[src/rtl/hsid_pkg.sv]
// Shared HSID types and derived-size helpers for the streamer and the MSE unit.
// Defaults describe the reference configuration: 32-bit words of two 16-bit bands, 8 bands, 4 vectors.
package hsid_pkg;

  localparam int HSID_WORD_WIDTH       = 32;
  localparam int HSID_DATA_WIDTH       = 16;
  localparam int HSID_HSI_BANDS        = 8;
  localparam int HSID_HSI_LIBRARY_SIZE = 4;

  typedef enum logic [1:0] {
    IDLE,
    STREAM,
    DRAIN
  } hsid_streamer_state_t;

  function automatic int hsid_clog2_min1(input int v);
    return (v <= 2) ? 1 : $clog2(v);
  endfunction

  function automatic int hsid_data_per_word(input int word_w, input int data_w);
    return word_w / data_w;
  endfunction

  function automatic int hsid_elements(input int bands, input int word_w, input int data_w);
    return bands / hsid_data_per_word(word_w, data_w);
  endfunction

  function automatic int hsid_lib_addr_w(input int lib_size, input int bands,
                                         input int word_w, input int data_w);
    return hsid_clog2_min1(lib_size * hsid_elements(bands, word_w, data_w));
  endfunction

  localparam int HSID_DATA_PER_WORD = hsid_data_per_word(HSID_WORD_WIDTH, HSID_DATA_WIDTH);
  localparam int HSID_ELEMENTS      = hsid_elements(HSID_HSI_BANDS, HSID_WORD_WIDTH, HSID_DATA_WIDTH);
  localparam int HSID_LIB_ADDR      = hsid_lib_addr_w(HSID_HSI_LIBRARY_SIZE, HSID_HSI_BANDS,
                                                      HSID_WORD_WIDTH, HSID_DATA_WIDTH);

endpackage

[src/rtl/hsid_vctr_streamer.sv]
// Streams pixel/library word pairs to the MSE unit; first element 2 cycles after start, one per cycle.
// No backpressure: the consumer must take every element_valid cycle; only clear/rst can stop a run.
module hsid_vctr_streamer
  import hsid_pkg::*;
#(
  parameter int  WORD_WIDTH            = HSID_WORD_WIDTH,
  parameter int  DATA_WIDTH            = HSID_DATA_WIDTH,
  parameter int  HSI_BANDS             = HSID_HSI_BANDS,
  parameter int  HSI_LIBRARY_SIZE      = HSID_HSI_LIBRARY_SIZE,
  localparam int ELEMENTS              = hsid_elements(HSI_BANDS, WORD_WIDTH, DATA_WIDTH),
  localparam int PXL_ADDR              = hsid_clog2_min1(ELEMENTS),
  localparam int LIB_ADDR              = hsid_lib_addr_w(HSI_LIBRARY_SIZE, HSI_BANDS, WORD_WIDTH, DATA_WIDTH),
  localparam int HSI_LIBRARY_SIZE_ADDR = hsid_clog2_min1(HSI_LIBRARY_SIZE)
) (
  input  logic                             clk,
  input  logic                             rst,
  input  logic                             start,
  input  logic                             clear,
  input  logic [HSI_LIBRARY_SIZE_ADDR:0]   lib_size,
  output logic [PXL_ADDR-1:0]              pxl_addr,
  input  logic [WORD_WIDTH-1:0]            pxl_rdata,
  output logic [LIB_ADDR-1:0]              lib_addr,
  input  logic [WORD_WIDTH-1:0]            lib_rdata,
  output logic                             mem_rd_en,
  output logic                             element_start,
  output logic                             element_last,
  output logic                             element_valid,
  output logic [WORD_WIDTH-1:0]            element_a,
  output logic [WORD_WIDTH-1:0]            element_b,
  output logic [HSI_LIBRARY_SIZE_ADDR-1:0] vctr_ref,
  output logic                             busy,
  output logic                             done
);

  localparam int                        VW       = HSI_LIBRARY_SIZE_ADDR;
  localparam int                        LSW      = VW + 1;
  localparam logic [LSW-1:0]            LIB_MAX  = LSW'(HSI_LIBRARY_SIZE);
  localparam logic [PXL_ADDR-1:0]       WORD_END = PXL_ADDR'(ELEMENTS - 1);

  hsid_streamer_state_t state;
  logic [PXL_ADDR-1:0]  word;
  logic [VW-1:0]        vctr;
  logic [VW-1:0]        n_last;
  logic [LSW-1:0]       lib_eff;
  logic [LSW-1:0]       lib_eff_m1;

  always_comb begin
    lib_eff    = (lib_size > LIB_MAX) ? LIB_MAX : lib_size;
    lib_eff_m1 = lib_eff - 1'b1;
  end

  assign pxl_addr = word;

  // rdata is only meaningful alongside element_valid; gating keeps outputs at 0 in reset/idle.
  assign element_a = element_valid ? pxl_rdata : '0;
  assign element_b = element_valid ? lib_rdata : '0;

  always_ff @(posedge clk or posedge rst) begin
    if (rst) begin
      state         <= IDLE;
      word          <= '0;
      vctr          <= '0;
      n_last        <= '0;
      lib_addr      <= '0;
      mem_rd_en     <= 1'b0;
      element_valid <= 1'b0;
      element_start <= 1'b0;
      element_last  <= 1'b0;
      vctr_ref      <= '0;
      busy          <= 1'b0;
      done          <= 1'b0;
    end else begin
      // Sideband trails the address by one stage so it lines up with the RAM read data.
      element_valid <= mem_rd_en && !clear;
      element_start <= mem_rd_en && !clear && (word == '0);
      element_last  <= mem_rd_en && !clear && (word == WORD_END);
      vctr_ref      <= (mem_rd_en && !clear) ? vctr : '0;
      done          <= 1'b0;

      if (clear) begin
        state     <= IDLE;
        word      <= '0;
        vctr      <= '0;
        lib_addr  <= '0;
        mem_rd_en <= 1'b0;
        busy      <= 1'b0;
      end else begin
        case (state)
          IDLE: begin
            busy <= 1'b0;
            if (start && !busy) begin
              if (lib_eff == '0) begin
                done <= 1'b1;
              end else begin
                state     <= STREAM;
                busy      <= 1'b1;
                mem_rd_en <= 1'b1;
                word      <= '0;
                vctr      <= '0;
                lib_addr  <= '0;
                n_last    <= lib_eff_m1[VW-1:0];
              end
            end
          end
          STREAM: begin
            if (word == WORD_END && vctr == n_last) begin
              mem_rd_en <= 1'b0;
              state     <= DRAIN;
            end else begin
              lib_addr <= lib_addr + 1'b1;
              if (word == WORD_END) begin
                word <= '0;
                vctr <= vctr + 1'b1;
              end else begin
                word <= word + 1'b1;
              end
            end
          end
          DRAIN: begin
            done  <= 1'b1;
            state <= IDLE;
          end
          default: state <= IDLE;
        endcase
      end
    end
  end

endmodule

[config.mk]
export PLATFORM = sky130hd
export DESIGN_NAME = hsid_vctr_streamer
export DESIGN_NICKNAME = d
export VERILOG_FILES = /design/src/rtl/hsid_pkg.sv /design/src/rtl/hsid_vctr_streamer.sv
export SDC_FILE = /design/constraint.sdc
export NUM_CORES = 1
export LEC_CHECK = 0
export CAP_MARGIN = 40
export CORE_MARGIN = 2
export CORE_UTILIZATION = 29
export CTS_CLUSTER_DIAMETER = 200
export DETAILED_ROUTE_END_ITERATION = 10
export PLACE_DENSITY = 0.81
export SYNTH_ARGS = -nofsm -noshare
export SYNTH_HDL_FRONTEND = slang
export SYNTH_SLANG_ARGS = --single-unit
[constraint.sdc]
create_clock -name clk -period 2.17 [get_ports clk]
set_input_delay 0.5425 -clock clk [delete_from_list [all_inputs] [get_ports clk]]
set_output_delay 0.5425 -clock clk [all_outputs]
set_load 0.05 [all_outputs]
Yosys cells after proc, flatten, opt, wreduce, memory -nomap -nowiden
Index checks and enable logic that the tools add are counted.
{ "totals": {"regBits": 20, "latch_bits": 0, "mem_bits_rw": 0, "mem_bits_ro": 0, "in_bits": 71, "out_inout_bits": 78, "wordCells": 82, "mem_count": 0} }
{ "classes": {"n_addsub": 4, "n_mul": 0, "n_div": 0, "n_lt_le_gt_ge": 1, "eq_ne": 9, "n_shift": 0, "n_mux": 37, "n_bitwise": 2, "reduce_logical": 17} }
{ "ops": {"columns": ["operator", "n"], "rows": [
  ["$mux 32", 2],
  ["$mux 2", 13],
  ["$mux 4", 4],
  ["$ne 3x3->1 const B", 5],
  ["$pmux 2 s2", 3],
  ["$reduce_and 4->1", 3],
  ["$mux 1", 11],
  ["$pmux 4 s2", 1],
  ["$logic_and 1x1->1", 5],
  ["$reduce_and 5->1", 1],
  ["$add 2x1->2 const B", 2],
  ["$add 4x1->4 const B", 1],
  ["$eq 2x2->1 const B", 2],
  ["$logic_not 2->1", 2],
  ["$pmux 1 s2", 2],
  ["$gt 3x3->1 const B", 1],
  ["$logic_not 3->1", 1],
  ["$mux 3", 1],
  ["$reduce_and 3->1", 1],
  ["$reduce_bool 3->1", 1],
  ["$eq 2x1->1 const B", 1],
  ["$eq 2x2->1", 1],
  ["$logic_not 1->1", 2],
  ["$not 1->1", 2],
  ["2 further kinds", 2]
]} }

Longest topological paths before layout
Gate-level depths: netlist (run 1).
{ "logic_depth": {"ltp_word": 7, "ltp_mapped": 7, "mapped_depth_nobuf": 7} }

Worst setup path after synthesis (run 1)
No wires, ideal clock.
{ "synth_path": {"kind": "register to output", "startpoint": "register element_valid", "endpoint": "output port element_a[0]", "t_arrival_ns": 1.407, "required_ns": 1.627, "slack_ns": 0.220, "path_stages_with_launch": 3, "n_path_buf": 1, "path_cell_list": "dfrtp_1 clkbuf_1 and2_1"} }
{ "synth_between": {"elab_chain_cells": 1} }
{ "synth_rtl": {"columns": ["item", "line", "text"], "rows": [
  ["from (decl)", "hsid_vctr_streamer.sv:27", "output logic element_valid,"],
  ["from (signal assigned)", "hsid_vctr_streamer.sv:74", "element_valid <= mem_rd_en && !clear;"],
  ["$mux 32", "hsid_vctr_streamer.sv:55", "assign element_a = element_valid ? pxl_rdata : '0;"],
  ["to (decl)", "hsid_vctr_streamer.sv:28", "output logic [WORD_WIDTH-1:0] element_a,"]
]} }
Every way passes these cells.

Final worst setup path (run 1)
{ "layout_path": {"startpoint": "input port lib_size[2]", "endpoint": "register vctr[0]"} }
{ "layout_between": {"elab_chain_cells": 5} }
{ "layout_rtl": {"columns": ["item", "line", "text"], "rows": [
  ["from (decl)", "hsid_vctr_streamer.sv:19", "input logic [HSI_LIBRARY_SIZE_ADDR:0] lib_size,"],
  ["$gt 3x3->1", "hsid_vctr_streamer.sv:48", "lib_eff = (lib_size > LIB_MAX) ? LIB_MAX : lib_size;"],
  ["$mux 3 *", "hsid_vctr_streamer.sv:48", null],
  ["$logic_not 3->1 *", "hsid_vctr_streamer.sv:92", "if (lib_eff == '0) begin"],
  ["$ne 3x3->1 (no source line) *", null, null],
  ["$reduce_and 5->1 (no source line) *", null, null],
  ["to (signal assigned)", "hsid_vctr_streamer.sv:113", "vctr <= vctr + 1'b1;"],
  ["to (decl)", "hsid_vctr_streamer.sv:42", "logic [VW-1:0] vctr;"]
]} }
Mark *: on every way between the ends. The rest lies on a longest branch, timed or not.
A chain may end at the register's enable or synchronous reset.

==> key figures, run 1 <==
STA
  – Worst hold-check slack: 0.555 ns
  – Max Transition Viols Final: 0
  – Final min period: 2.10 ns
  – Sum of negative setup slack: 0 ns
  – Post-route worst setup slack: 0.0666 ns
  – Setup-failing EPs final: 0
  – Max-Slew Margin vs Limit: 63.2%
  – Hold Fails Final Rpt: 0
  – Share of the clock period used by the worst path: 96.9%
  – Transition time of the tightest slew-check pin: 0.550 ns
  – Unrepaired setup endpoints after global routing: false
  – Top achievable clock speed: 475 MHz
  – Skew final: 0.00482 ns

Cells and area
  – P&R area growth vs syn: 159%
  – Diodes inserted: 0
  – Highest-count cells in the layout ignoring fill and taps: sky130_fd_sc_hd__clkdlybuf4s50_1, sky130_fd_sc_hd__and2_1, sky130_fd_sc_hd__buf_12
  – Commonest non-fill, non-tap cell in the layout: sky130_fd_sc_hd__clkdlybuf4s50_1
  – Nets: 396
  – Layout cells sized above 1: 27.5%
  – Finished layout cell area: 3750 um^2
  – End-of-flow core utilization: 78.8%
  – Final cell count without fillers: 387

Clocking
  – Resized Gates After CTS: 0
  – Total clock buffers created by CTS: 3
  – Clk sink count: 20
  – Count of hold buffers inserted by post-cts repair: 0
  – Clk Latency, worst-skew pair: 0.26 ns
  – TritonCTS clock tree: yes
  – Root cell of the clock tree: sky130_fd_sc_hd__clkbuf_8
  – Postcts setup bufs: 0
  – Clk slew on worst S/H paths: 0.08 ns
  – CTS max path bufs: 2
  – CTS H-tree lvls: 1

Critical path
  – Maximum net fanout on the critical path: 4
  – Data required time at the worst endpoint: 2.30 ns
  – Arrival time of data at the critical path endpoint: 2.24 ns
  – Critical path start-end classification: in2reg
  – Worst Setup Start Kind: input pin
  – Worst setup EP type: register

Synth
  – Instance count of the mapped netlist: 170
  – Distinct cell type count of the synthesized netlist: 32
  – Synthesized netlist net count: 245
  – Fraction of the yosys area taken by sequential cells: 34.6%
  – Count of state elements after synthesis: 20
  – Avg Inst Size Synth: 8.50 um^2
  – Synth Cell Area: 1450 um^2
  – Yosys Warn Count: 0

Pwr
  – Leak Pwr: 1.57 nW
  – Worst supply voltage drop on vdd: 0.392 mV
  – Power, Total: 1.62 mW
  – Areal power density over the cells: 432 nW/um^2

Place
  – Half-perimeter wire length after detailed placement: 5510 um
  – Number of buffers inserted by port buffering: 148
  – Post-DP Area: 3680 um^2
  – Worst slack, placed: -0.209 ns
  – Final estimated routing congestion in global placement: 0.853
  – Cell total after placement: 383

Routing
  – Wirelength, routed: 6430 um
  – DRC violations left: 0
  – Post-route ant nets: 0
  – Post-DR vias/cell: 4.63
  – Total number of vias: 1793
  – Violation count after the first detailed-route iteration: 74
  – Post-detailed-route wirelength per cell: 16.6 um
  – DRT Pass-1 Iters: 4

Flow run
  – Max Cap Viol: 0

GRT
  – Number of antenna violations at the first check in global routing: 0
  – Pin count of the biggest net entering global routing: 66
  – Grt total ovfl: 0
  – Global-route wire length before repair: 9290 um
  – Global Route Usage Sum: 22.2%
  – Via count of the first global-routing pass: 1714

Die
  – Core Region: 4750 um^2
  – Die ar.: 5560 um^2
  – Starting density of the core: 30.4%
  – Die extent in y: 74.6 um
  – Number of top-level pins: 149
  – DIE WIDTH: 74.6 um
  – Number of standard-cell rows in the floorplan: 25

Worst hold path
  – Classification of the worst-slack hold path: reg2reg

Run status
  – Outcome: complete, no violations
[cell usage after synthesis]
library cell | n | share of area, %
sky130_fd_sc_hd__and2_1 | 67 | 29
sky130_fd_sc_hd__dfrtp_1 | 20 | 35
sky130_fd_sc_hd__clkbuf_1 | 9 | 2.3
sky130_fd_sc_hd__nand2_1 | 9 | 2.3
sky130_fd_sc_hd__inv_1 | 8 | 2.1
sky130_fd_sc_hd__nor2_1 | 5 | 1.3
sky130_fd_sc_hd__a21oi_1 | 4 | 1.4
sky130_fd_sc_hd__ha_1 | 4 | 3.5
sky130_fd_sc_hd__o21ai_0 | 4 | 1.4
sky130_fd_sc_hd__a31oi_1 | 3 | 1.3
sky130_fd_sc_hd__mux2i_1 | 3 | 2.1
sky130_fd_sc_hd__nand2b_1 | 3 | 1.3
sky130_fd_sc_hd__nand3_1 | 3 | 1.0
sky130_fd_sc_hd__nor2b_1 | 3 | 1.3
sky130_fd_sc_hd__a221oi_1 | 2 | 1.2
sky130_fd_sc_hd__a32o_2 | 2 | 1.6
sky130_fd_sc_hd__nand4_1 | 2 | 0.87
sky130_fd_sc_hd__nor3_1 | 2 | 0.69
sky130_fd_sc_hd__o32ai_1 | 2 | 1.2
sky130_fd_sc_hd__xnor2_1 | 2 | 1.2
sky130_fd_sc_hd__xor2_2 | 2 | 2.3
sky130_fd_sc_hd__a2bb2oi_1 | 1 | 0.61
sky130_fd_sc_hd__and2_2 | 1 | 0.52
sky130_fd_sc_hd__mux2_2 | 1 | 0.78
sky130_fd_sc_hd__nand3b_1 | 1 | 0.52
sky130_fd_sc_hd__nor3_2 | 1 | 0.69
sky130_fd_sc_hd__nor4_1 | 1 | 0.43
sky130_fd_sc_hd__nor4b_1 | 1 | 0.61
sky130_fd_sc_hd__o21ai_1 | 1 | 0.35
sky130_fd_sc_hd__o311ai_0 | 1 | 0.61
sky130_fd_sc_hd__o31ai_1 | 1 | 0.52
sky130_fd_sc_hd__or3_1 | 1 | 0.43
[report_power, final]
group	internal [mW]	switching (mW)
Combinational	0.445	0.447
Clock	0.162	0.128
Sequential	0.399	0.0391
[logic make-up after synthesis]
kind of cell               count (synthesis)  share of synthesized area, %
muxes                                      4                          2.86
adders and majority gates                  4                          3.46
buffers and inverters                     17                          4.42
and+or+nand+nor                          100                          41.0
AOI/OAI and AO/OA                         21                          10.1
xor gates and xnor gates                   4                          3.46
DFF                                       20                          34.6
[area by class of cell]
type,instances,area (um^2)
inverters,8,30.0
repair buffers,155,2190
flip-flops and latches,20,500
multi-input cells,133,887
well taps,67,83.8
fillers,295,1010
clock buffers,4,55.1
[critical path: stages]
cell and delay [ns]:
sky130_fd_sc_hd__clkdlybuf4s50_1 0.45, sky130_fd_sc_hd__inv_2 0.09, sky130_fd_sc_hd__nand2_1 0.07, sky130_fd_sc_hd__ha_1 0.22, sky130_fd_sc_hd__nand2b_1 0.13, sky130_fd_sc_hd__buf_4 0.13
sky130_fd_sc_hd__nand3b_1 0.13, sky130_fd_sc_hd__a221oi_1 0.34, sky130_fd_sc_hd__o32ai_1 0.13
[state kept, by name, indices dropped and copies added (netlist names)]
name	cells
busy	1
element_start	1
pxl_addr	2
mem_rd_en	1
n_last	2
element_valid	1
vctr	2
vctr_ref	2
element_last	1
done	1
lib_addr	4
state	2
[path summary, 6_finish.rpt]
kind                        startpoint          end  slack [ns]  cells after the start
hold reg to reg            lib_addr[3]  lib_addr[3]        0.55                      2
setup / recovery           lib_size[2]      vctr[0]        0.07                      9
setup reg to reg           pxl_addr[0]      vctr[0]        0.41                      5
hold / removal             lib_addr[3]  lib_addr[3]        0.55                      2
max in group asynchronous          rst  lib_addr[1]        1.35                      3
min in group asynchronous          rst  vctr_ref[1]        0.60                      3
[metal layers]
| layer | wire length (um) | share of wire (%) | GRT usage [%] |
|---|---|---|---|
| met1 | 2410 | 37 | 25.5 |
| met2 | 3390 | 53 | 41.7 |
| met3 | 442 | 6.9 | 3.52 |
| met4 | 193 | 3.0 | 7.34 |
| met5 | 0 | 0 | 0 |
Note: power is estimated with default switching activity, not from simulation.
==> run 2, diff against run 1 <==
Settings changed: CORE_UTILIZATION 29 to 30, CTS_BUF_LIST set to sky130_fd_sc_hd__clkbuf_4 sky130_fd_sc_hd__clkbuf_8, PLACE_DENSITY 0.81 to 0.83, SLEW_MARGIN set to 30.
==> key figures, run 2 (synthesis gave the netlist of run 1 again) <==
Worst hold path
  – Classification of the worst-slack hold path: reg2reg
  – Worst hold start: lib_addr[3]
  – WHS Endpoint: lib_addr[3]
  – Number of cells on the worst hold path: 2 (unchanged)

Critical path
  – Minimum setup slack among reg-to-reg paths: 0.38 ns (-0.03 ns)
  – Critical R2R Launch: pxl_addr[0]
  – Maximum net fanout on the critical path: 5 (+1)
  – Arrival time of data at the critical path endpoint: 2.25 ns (about the same)
  – Worst reg2reg endpoint: lib_addr[3]
  – Worst setup EP type: register
  – Critical path start-end classification: in2reg
  – Data required time at the worst endpoint: 2.31 ns (about the same)
  – Worst Setup Start Kind: input pin
  – Reg2reg path depth: 5 (unchanged)

Run status
  – Outcome: complete, no violations

Pwr
  – Internal power summed over all cells: 0.971 mW (-3.4%)
  – Clk network pwr share: 15.3% (-2.6 points)
  – Worst supply voltage drop on vdd: 0.375 mV (-4.4%)
  – Leak Pwr: 1.57 nW (+0.40%)
  – Logic gate share of total power: 57.0% (+1.9 points)
  – Part of the power in registers: 27.7% (+0.7 points)
  – Switching share of power: 38.3% (+0.35 points)
  – Net switching power figure: 0.602 mW (-1.9%)
  – Areal power density over the cells: 421 nW/um^2 (-2.7%)

Routing
  – Post-detailed-route wirelength per cell: 16.6 um (about the same)
  – DRT Pass-1 Iters: 4 (unchanged)
  – Wirelength, routed: 6260 um (-2.6%)
  – Post-route ant nets: 0 (unchanged)
  – Post-DR vias/cell: 4.81 (+3.9%)
  – Violation count after the first detailed-route iteration: 68 (-8.1%)
  – DRC violations left: 0 (unchanged)
  – Total number of vias: 1814 (+1.2%)

Cells and area
  – Commonest non-fill, non-tap cell in the layout: sky130_fd_sc_hd__clkdlybuf4s50_1
  – Layout cells sized above 1: 28.5% (+0.98 points)
  – Fillers: 262 (-11%)
  – Nets: 400 (+1.0%)
  – Highest-count cells in the layout ignoring fill and taps: sky130_fd_sc_hd__clkdlybuf4s50_1, sky130_fd_sc_hd__and2_1, sky130_fd_sc_hd__buf_12
  – Diodes inserted: 0 (unchanged)
  – Top register by number of flip-flops: lib_addr
  – P&R area growth vs syn: 159%
  – Flip-flop count of the largest register after layout: 4 (unchanged)
  – Final cell count without fillers: 377 (-2.6%)

Flow run
  – Max Cap Viol: 0 (unchanged)

STA
  – Post-route worst setup slack: 0.0665 ns (-0.000121 ns)
  – Max Transition Viols Final: 0 (unchanged)
  – Share of the clock period used by the worst path: 96.9% (about the same)
  – Max-Slew Margin vs Limit: 63.8% (+0.57 points)
  – Skew final: 0.00379 ns (-0.00103 ns)
  – Final min period: 2.10 ns (+0.000121 ns)
  – Setup-failing EPs final: 0 (unchanged)
  – Hold Fails Final Rpt: 0 (unchanged)
  – Top achievable clock speed: 475 MHz (about the same)
  – Transition time of the tightest slew-check pin: 0.541 ns (-0.00849 ns)

Die
  – Starting density of the core: 30.8% (+0.41 points)
  – Number of top-level pins: 149 (unchanged)
  – Die extent in y: 73.4 um (-1.6%)
  – Core Region: 4690 um^2 (-1.3%)
  – Die ar.: 5390 um^2 (-3.2%)
  – Number of standard-cell rows in the floorplan: 25 (unchanged)
  – DIE WIDTH: 73.4 um (-1.6%)

Place
  – Final estimated routing congestion in global placement: 0.818 (-4.2%)
  – Cell total after placement: 372 (-2.9%)
  – Number of buffers inserted by port buffering: 148 (unchanged)
  – Worst slack, placed: -0.228 ns (-0.0191 ns)
  – Half-perimeter wire length after detailed placement: 5470 um (-0.71%)

GRT
  – Number of antenna violations at the first check in global routing: 0 (unchanged)
  – Via count of the first global-routing pass: 1668 (-2.7%)
  – Global Route Usage Sum: 22.5% (+0.30 points)
  – Global-route wire length before repair: 9090 um (-2.2%)
  – Pin count of the biggest net entering global routing: 47 (-29%)
  – Grt total ovfl: 0 (unchanged)

Clocking
  – Total clock buffers created by CTS: 3 (unchanged)
  – CTS max path bufs: 2 (unchanged)
  – Root cell of the clock tree: sky130_fd_sc_hd__clkbuf_8
  – CTS H-tree lvls: 1 (unchanged)
  – Clk Latency, worst-skew pair: 0.26 ns (about the same)
  – Clk slew on worst S/H paths: 0.07 ns (about the same)
  – Clk sink count: 20 (unchanged)
  – TritonCTS clock tree: yes
-- run 2: final cells by class --
class / instances / area (um^2) / share of cell area (%)
Timing Repair Buffer: 159 / 2210 / 59.1
Multi-Input combinational cell: 133 / 892 / 23.8
Sequential cell: 20 / 500 / 13.4
Tap cell: 54 / 67.6 / 1.81
Clock buffer: 3 / 41.3 / 1.10
Inverter: 8 / 30.0 / 0.803
-- run 2: timing repair --
item	in CTS	in global routing
setup buffers	0	2
resized for setup	0	5
hold buffers	0	0
endpoints found under the hold margin	0	0
setup endpoints to repair	0	4
-- run 2: stage by stage --
| step | total power, mW | cell area (um^2) | util, % | TNS [ns] | hold WS (ns) |
|---|---|---|---|---|---|
| 2_1_floorplan | 0.852 | 1450 | - | 0 | 0.506 |
| 3_3_place_gp | 1.31 | 3670 | 78.3 | -0.362 | 0.529 |
| 3_5_place_dp | 1.33 | 3670 | 78.3 | -1.07 | 0.556 |
| 4_1_cts | 1.57 | 3710 | 79.2 | 0 | 0.567 |
| 5_1_grt | 1.64 | 3740 | 79.7 | -0.0212 | 0.607 |
| 6_report | 1.57 | 3740 | 79.7 | 0 | 0.555 |
-- run 2: power groups by stage --
stage / combinational (mW) / sequential, mW / clock [mW]
after CTS: 0.894 / 0.435 / 0.243
after global routing: 0.938 / 0.440 / 0.263
after floorplan: 0.372 / 0.480 / 0
after detailed placement: 0.892 / 0.442 / 0
final: 0.897 / 0.436 / 0.241
after global placement: 0.873 / 0.441 / 0
-- run 2: critical path, cell delays in order --
cell and delay [ns]:
sky130_fd_sc_hd__clkdlybuf4s50_1 0.43, sky130_fd_sc_hd__inv_2 0.08, sky130_fd_sc_hd__nand2_1 0.07, sky130_fd_sc_hd__ha_2 0.19
sky130_fd_sc_hd__nand2b_1 0.19, sky130_fd_sc_hd__buf_4 0.15, sky130_fd_sc_hd__nand3_1 0.09, sky130_fd_sc_hd__nor2_1 0.16
sky130_fd_sc_hd__mux2_2 0.35
-- run 2: per-layer routing --
metal / track usage, % / wire length [um]
met4: 6.87 / 164
met5: 0 / 0
met3: 4.39 / 436
met2: 40.4 / 3340
met1: 27.0 / 2330
-- run 2: worst max-delay path by stage --
stage / from / endpoint / slack (ns) / cells past startpoint
2_1_floorplan: element_valid / element_a[0] / 0.22 / 2
3_3_place_gp: lib_size[2] / pxl_addr[1] / -0.14 / 8
3_5_place_dp: lib_size[2] / lib_addr[1] / -0.23 / 8
4_1_cts: lib_size[2] / lib_addr[1] / 0.04 / 8
5_1_grt: lib_size[2] / n_last[0] / -0.02 / 9
6_report: lib_size[2] / n_last[0] / 0.07 / 9
